==> src/rtl/demux_pkg.sv <==
// demux_pkg: shared channel count, mode encodings, FSM states and round-robin helper
package demux_pkg;

    localparam int NCH = 4;

    localparam logic MODE_ADDR = 1'b0;
    localparam logic MODE_RR   = 1'b1;

    localparam logic [0:0] ST_IDLE = 1'b0;
    localparam logic [0:0] ST_HOLD = 1'b1;

    typedef enum logic [0:0] {IDLE = ST_IDLE, HOLD = ST_HOLD} state_t;

    // first channel at or after ptr (wrapping) whose bit in avail is set; result is {found, index}
    function automatic logic [2:0] rr_pick(input logic [1:0] ptr, input logic [NCH-1:0] avail);
        logic [1:0] k;
        rr_pick = 3'b000;
        for (int i = NCH - 1; i >= 0; i--) begin
            k = ptr + i[1:0];
            if (avail[k]) rr_pick = {1'b1, k};
        end
    endfunction

endpackage

==> src/rtl/demux_out_slot.sv <==
// demux_out_slot: one-entry output buffer with load/drain/flush, data reads zero while empty
module demux_out_slot #(
    parameter int N = 4
) (
    input  logic         clk,
    input  logic         rst_n,
    input  logic         flush,
    input  logic         load,
    input  logic [N-1:0] din,
    input  logic         ready,
    output logic         valid,
    output logic [N-1:0] dout
);

    logic [N-1:0] data;

    // a load wins over a drain so the slot refills in the same cycle it empties
    always_ff @(posedge clk or negedge rst_n) begin
        if (!rst_n) begin
            valid <= 1'b0;
            data  <= '0;
        end else begin
            valid <= !flush && (load || (valid && !ready));
            if (load) data <= din;
        end
    end

    assign dout = valid ? data : '0;

endmodule

==> src/rtl/demux_stream_scheduler.sv <==
// demux_stream_scheduler: 1-to-4 valid/ready demux with a hold register, per-channel slots and ADDR/RR routing; define DEMUX_SCHED_STATS_EN for per-channel delivery counters
module demux_stream_scheduler
    import demux_pkg::*;
#(
    parameter int N     = 4,
    parameter int CNT_W = 16
) (
    input  logic             clk,
    input  logic             rst_n,
    input  logic             flush,
    input  logic             mode,
    input  logic             in_valid,
    output logic             in_ready,
    input  logic [N-1:0]     in_data,
    input  logic [1:0]       in_dest,
    output logic [NCH-1:0]   out_valid,
    input  logic [NCH-1:0]   out_ready,
    output logic [N-1:0]     y0,
    output logic [N-1:0]     y1,
    output logic [N-1:0]     y2,
    output logic [N-1:0]     y3,
    output logic             busy,
    input  logic [1:0]       stat_sel,
    output logic [CNT_W-1:0] stat_cnt
);

    state_t         state;
    logic [N-1:0]   hold_data;
    logic [1:0]     hold_dest;
    logic           hold_mode;
    logic [1:0]     rr_ptr;
    logic [NCH-1:0] avail;
    logic [NCH-1:0] load;
    logic [2:0]     pick;
    logic [1:0]     target;
    logic           hold_moves;
    logic           in_fire;
    logic [N-1:0]   ydata [NCH];

    // a slot can take the held word if it is empty or is being emptied this cycle
    assign avail      = ~out_valid | out_ready;
    assign pick       = rr_pick(rr_ptr, avail);
    assign target     = hold_mode == MODE_RR ? pick[1:0] : hold_dest;
    assign hold_moves = state == HOLD && !flush && (hold_mode == MODE_RR ? pick[2] : avail[hold_dest]);
    assign in_ready   = rst_n && !flush && (state == IDLE || hold_moves);
    assign in_fire    = in_valid && in_ready;
    assign busy       = state == HOLD || |out_valid;

    // FSM and hold register: capture on input transfer, release when the held word reaches its slot
    always_ff @(posedge clk or negedge rst_n) begin
        if (!rst_n) begin
            state     <= IDLE;
            hold_data <= '0;
            hold_dest <= '0;
            hold_mode <= MODE_ADDR;
        end else if (flush) begin
            state <= IDLE;
        end else begin
            if (in_fire) begin
                hold_data <= in_data;
                hold_dest <= in_dest;
                hold_mode <= mode;
            end
            state <= in_fire ? HOLD : hold_moves ? IDLE : state;
        end
    end

    // round-robin pointer advances past the channel just served, only for RR words
    always_ff @(posedge clk or negedge rst_n) begin
        if (!rst_n) rr_ptr <= 2'd0;
        else if (hold_moves && hold_mode == MODE_RR) rr_ptr <= pick[1:0] + 2'd1;
    end

    for (genvar k = 0; k < NCH; k++) begin : g_slot
        assign load[k] = hold_moves && target == 2'(k);
        demux_out_slot #(.N(N)) u_slot (
            .clk   (clk),
            .rst_n (rst_n),
            .flush (flush),
            .load  (load[k]),
            .din   (hold_data),
            .ready (out_ready[k]),
            .valid (out_valid[k]),
            .dout  (ydata[k])
        );
    end

    assign y0 = ydata[0];
    assign y1 = ydata[1];
    assign y2 = ydata[2];
    assign y3 = ydata[3];

`ifdef DEMUX_SCHED_STATS_EN
    logic [CNT_W-1:0] cnt [NCH];

    // delivered-word counters saturate at all-ones and clear only on reset
    always_ff @(posedge clk or negedge rst_n) begin
        if (!rst_n) begin
            for (int i = 0; i < NCH; i++) cnt[i] <= '0;
        end else begin
            for (int i = 0; i < NCH; i++)
                if (out_valid[i] && out_ready[i] && !(&cnt[i])) cnt[i] <= cnt[i] + 1'b1;
        end
    end

    assign stat_cnt = cnt[stat_sel];
`else
    logic unused_stat;
    assign unused_stat = ^stat_sel;
    assign stat_cnt    = '0;
`endif

endmodule
==> config.mk <==
export PLATFORM = sky130hd
export DESIGN_NAME = demux_stream_scheduler
export DESIGN_NICKNAME = d
export VERILOG_FILES = /design/src/rtl/demux_pkg.sv /design/src/rtl/demux_out_slot.sv /design/src/rtl/demux_stream_scheduler.sv
export SDC_FILE = /design/constraint.sdc
export NUM_CORES = 1
export LEC_CHECK = 0
export CAP_MARGIN = 5
export CORE_MARGIN = 2
export CORE_UTILIZATION = 35
export CTS_CLUSTER_SIZE = 8
export DETAILED_ROUTE_END_ITERATION = 6
export MAX_ROUTING_LAYER = met4
export PLACE_DENSITY_LB_ADDON = 0.25
export SLEW_MARGIN = 20
export SYNTH_ARGS = -nofsm -noshare
export SYNTH_HDL_FRONTEND = slang
export SYNTH_SLANG_ARGS = --single-unit
==> constraint.sdc <==
create_clock -name clk -period 1.9 [get_ports clk]
set_input_delay 0.38 -clock clk [delete_from_list [all_inputs] [get_ports clk]]
set_output_delay 0.38 -clock clk [all_outputs]
set_load 0.01 [all_outputs]
# After elaboration in Yosys (flattened, before gate mapping)
# Cells that the tools add are included.
# word_totals
reg_bits	30
input_bits	17
out_inout_bits	38
# op_classes
addsub	4
magnitude_cmp	5
eq_ne	3
mux	23
bitwise_logic	4
reduce_logical	33
# ops
operator	n
$logic_and 1x1->1	18
$mux 4	4
$lt 2x3->1 const B	5
$mux 3	4
$bmux 1 s2	5
$mux 1	9
$logic_or 1x1->1	6
$logic_not 1->1	5
$add 2x1->2 const B	2
$add 2x2->2 const B	2
$eq 2x2->1 const B	2
$not 4->4	1
$or 4x4->4	1
$reduce_or 4->1	1
$reduce_bool 3->1	1
$eq 2x1->1 const B	1
$logic_not 2->1	1
$mux 2	1
$not 1->1	2
$reduce_and 2->1	1

# Longest topological paths before layout
# logic_depth
depth_word	15
mapped_depth	7
depth_no_buf	5

# Modules after synthesis
# Synthesis repeated with hierarchy kept, for this count alone.
# unflattened
hier_cells	159
area_unflattened_um2	1720.4
# by_module_without_submodules
module	n_inst	cells_per_inst	area_per_inst_um2	seq_area_each_um2
demux_stream_scheduler	1	95	879.6	250.2
demux_out_slot	4	16	210.2	125.1

# Least setup slack after synthesis
# No wires, ideal clock.
# synth_path
path_kind	register -> register
from	register rr_ptr[1]
to	register g_slot[1].u_slot.data[0]
setup_time_ns	0.125
arrival_ns	1.803
t_required_ns	1.775
slack_ns	-0.028
stages_incl_launch_ff	7
cell_sequence	dfrtp_1 buf_2 and3b_1 o31a_1 a21boi_1 o211ai_1 mux2_2
# synth_via
elab_chain_len	10
word_cells_on_any_way	20
cone_classes	add/sub (3); eq/ne (1); mux (14); reduce/logical (2)
# synth_rtl
element	line_no	source
start, declared	demux_stream_scheduler.sv:31	logic [1:0] rr_ptr;
start signal, assigned	demux_stream_scheduler.sv:71	else if (hold_moves && hold_mode == MODE_RR) rr_ptr <= pick[1:0] + 2'd1;
$add 2x2->2	demux_pkg.sv:19	k = ptr + i[1:0];
$bmux 1 s2	demux_pkg.sv:20	if (avail[k]) rr_pick = {1'b1, k};
$mux 1 (implied by the code)	demux_pkg.sv:20	
$mux 3 (3 in series)	demux_pkg.sv:20	
$mux 3 (*)	demux_pkg.sv:20	
$mux 2 / $mux 1 (equally long branches)	demux_stream_scheduler.sv:43, demux_stream_scheduler.sv:44	
$eq 2x1->1 / $logic_and 1x1->1 (equally long branches)	demux_stream_scheduler.sv:75, demux_stream_scheduler.sv:44	
$logic_and 1x1->1 (*)	demux_stream_scheduler.sv:75	assign load[k] = hold_moves && target == 2'(k);
end signal, assigned	demux_out_slot.sv:24	if (load) data <= din;
end, declared	demux_out_slot.sv:15	logic [N-1:0] data;
# Every way passes the cells marked *; elsewhere a longest branch is shown, timed or not. The select of a mux whose other input is x is not followed.
# A chain may end at the register's enable or synchronous reset.

# Worst setup path in the final report
# layout_path
from	input out_ready[0]
to	output in_ready
# layout_via
elab_chain_len	11
word_cells_on_any_way	19
cone_classes	mux (15); bitwise (1); reduce/logical (3)
# layout_rtl
element	line_no	source
start, declared	demux_stream_scheduler.sv:17	input logic [NCH-1:0] out_ready,
$or 4x4->4 (*)	demux_stream_scheduler.sv:41	assign avail = ~out_valid | out_ready;
$bmux 1 s2	demux_pkg.sv:20	
$mux 1 (implied by the code)	demux_pkg.sv:20	
$mux 3 (4 in series)	demux_pkg.sv:20	
$mux 1 (*)	demux_stream_scheduler.sv:44	assign hold_moves = state == HOLD && !flush && (hold_mode == MODE_RR ? pick[2] : avail[hold_dest]);
$logic_and 1x1->1 (*)	demux_stream_scheduler.sv:44	
$logic_or 1x1->1 (*)	demux_stream_scheduler.sv:45	assign in_ready = rst_n && !flush && (state == IDLE || hold_moves);
$logic_and 1x1->1 (*)	demux_stream_scheduler.sv:45	
end, declared	demux_stream_scheduler.sv:13	output logic in_ready,
# Marks and branches as above.

==> flow_summary_export.csv <==
group,metric,value,unit
run_status,status,"finished, violations left",
run_status,violations,"negative setup slack",
placement,dp_hpwl,3240,um
detailed_routing,routed_wl,4450,um
yosys,synth_area,1750,um2
yosys,synthCells,151,
yosys,syn_area_per_cell,11.6,um2
detailed_routing,first_iter_violations,58,
sta,skew,5.01,ps
layout,diodes,0,
grt,grt_pass1_wl,7070,um
clocking,clk_latency,280,ps
grt,grt_max_degree,31,
power_and_ir_drop,power.density,906,nW/um2
placement,post_dp_cell_area,2350,um2
sta,fmax,452,MHz
worst_setup_path,crit_type,"input pin to output port",
clocking,cts_tree,"yes",
sta,setup_ws,-314,ps
grt,antenna_found_initial,0,
sta,slew_viol_final,0,
detailed_routing,vias_per_cell,4.75,
layout,mostFrequentLayoutCells,"buf_4 (40), dfrtp_1 (28), mux2_2 (17)",
detailed_routing,ant_nets,0,
sta,hold_viol_final,0,
job,maxCapViolations,0,
power_and_ir_drop,power.total,2.35,mW
detailed_routing,drt_drc_violations_left,0,
die,die_w,74.6,um
layout,final_area,2590,um2
clocking,clock_path_buffers,2,
yosys,synth_seq_cells,30,
yosys,yosysUniqueCellTypes,41,
detailed_routing,avgRoutedWirePerCell,15.0,um
detailed_routing,vias,1410,
power_and_ir_drop,p_leak,1.32,nW
detailed_routing,first_pass_iters,4,
clocking,htreeDepth,2,
worst_setup_path,cp-start-kind,"input pin",
yosys,yosys_warnings,0,
hold_path,worstHoldPathType,"register to register",
die,io_pins,55,
yosys,synth-seq-area-share,43.0,%
worst_setup_path,arrival,1830,ps
worst_setup_path,cp.required,1520,ps
sta,final.period_utilization,117,%
clocking,cts-buffers-inserted,5,
layout,final_common_cell,"buf_4",
grt,grt_overflow_total,0,
layout,drive_above_1_share,47.4,%
clocking,clockRootBuffer,"clkbuf_8",
power_and_ir_drop,irDropWorstVdd,0.534,mV
die,rows,25,
layout,areaGrowthSynthToFinish,48.4,%
yosys,synth_top_cell_area_share,43.0,%
sta,setup_viol,27,
die,dieArea,5570,um2
placement,routabilityCongestion,0.905,
clocking,cts.sinks,30,
grt,grt_pass1_vias,1462,
layout,layout.nets,246,
grt,grt.total_usage,17.5,%
die,die_h,74.6,um
placement,port_buffers,36,
die,coreArea,4750,um2
clocking,clk_pin_slew_worst_paths,60,ps
worst_setup_path,endpoint_kind,"output port",
worst_setup_path,path_max_fanout,3,
sta,min_period,2210,ps
yosys,synth_area_leaders,"dfrtp_1 (43%), mux2_2 (13%), buf_4 (8.6%)",
sta,rsz0062_at_grt,"yes",
clocking,postCtsHoldBufs,0,
yosys,synth_largest_area_cell,"dfrtp_1",
die,initial_core_util,36.7,%
-- timing repair --
| item | CTS | global route |
|---|---|---|
| endpoints found under the setup margin | 45 | 36 |
| pin swaps | 6 | 6 |
| endpoints found under the hold margin | 0 | 0 |
| gates resized for setup | 40 | 21 |
| buffers inserted | 10 | 6 |
-- where the power goes --
| part | switching (mW) | internal (mW) | total, mW |
|---|---|---|---|
| clock | 0.245 | 0.291 | 0.535 |
| sequential | 0.136 | 0.844 | 0.980 |
| combinational | 0.342 | 0.489 | 0.831 |
| total | 0.723 | 1.62 | 2.35 |
-- metal layers --
| layer | track usage (%) | part of all wire, % |
|---|---|---|
| met1 | 20.5 | 42 |
| met2 | 30.5 | 52 |
| met3 | 4.28 | 4.7 |
| met4 | 3.57 | 0.76 |
| met5 | - | 0 |
-- final timing paths --
check / start / end / slack (ps) / cells after the start
worst max-delay path: out_ready[0] / in_ready / -310 / 7
worst min-delay path: g_slot[2].u_slot.data[2] / g_slot[2].u_slot.data[2] / 500 / 1
worst max register to register: hold_dest[1] / g_slot[1].u_slot.data[3] / -270 / 8
worst min register to register: g_slot[2].u_slot.data[2] / g_slot[2].u_slot.data[2] / 500 / 1
max in group asynchronous: rst_n / g_slot[2].u_slot.valid / 1040 / 2
min in group asynchronous: rst_n / state / 560 / 2
-- cell usage after synthesis (all sizes together) --
cell type and instances:
dfrtp 30, buf 24, mux2 24, and2 16, nand2b 6, a211oi 5
o21ai 5, a21oi 3, and2b 3, nand2 3, and3b 2, mux2i 2
nor2 2, nor2b 2, nor3 2, o211ai 2, o21ba 2, a21bo 1
a21boi 1, a21o 1, a41oi 1, and4 1, and4b 1, conb 1
inv 1, mux4 1, nand3 1, nor3b 1, nor4 1, nor4bb 1
o21a 1, o21bai 1, o221ai 1, o2bb2ai 1, o31a 1
-- area by class of cell --
cell class / count / area [um2]
Fill cell: 437 / 2160
Clock inverter: 2 / 12.5
Multi-Input combinational cell: 111 / 986
Timing Repair Buffer: 80 / 669
Tap cell: 67 / 83.8
Inverter: 1 / 3.75
Clock buffer: 6 / 82.6
Sequential cell: 30 / 753
-- worst max-delay path, cell delays in order --
cell	delay (ps)
dlygate4sd2_1	260
nand2b_4	150
mux4_2	500
o21ai_2	160
nand2_1	90
and3b_1	160
buf_2	130
-- sequential cells by signal, summed over array words and instances, names as in the netlist --
| signal | count |
|---|---|
| g_slot.u_slot.data | 16 |
| g_slot.u_slot.valid | 4 |
| hold_data | 4 |
| hold_dest | 2 |
| rr_ptr | 2 |
| hold_mode | 1 |
| state | 1 |
-- cell families (layout without fill, tap and decap cells) --
group | count (synthesis) | count (layout) | share of synthesized area [%]
compound gates | 26 | 26 | 11.5
buf+inv | 25 | 89 | 10.2
flops | 30 | 30 | 43.0
mux | 27 | 27 | 18.8
other cells | 1 | 16 | 0.215
simple gates | 42 | 42 | 16.3
-- metrics by stage --
step	worst slack, ps	instances	hold WS (ps)	TNS (ps)	util [%]
finish	-314	297	502	-4760	54.5
CTS	-316	293	503	-4430	53.1
floorplan	-14.4	166	84.4	-108	-
global route	-399	297	518	-6540	54.5
detailed placement	-856	275	489	-16590	49.4
global placement	-835	275	484	-15980	49.4
Note: power is estimated with default switching activity, not from simulation.
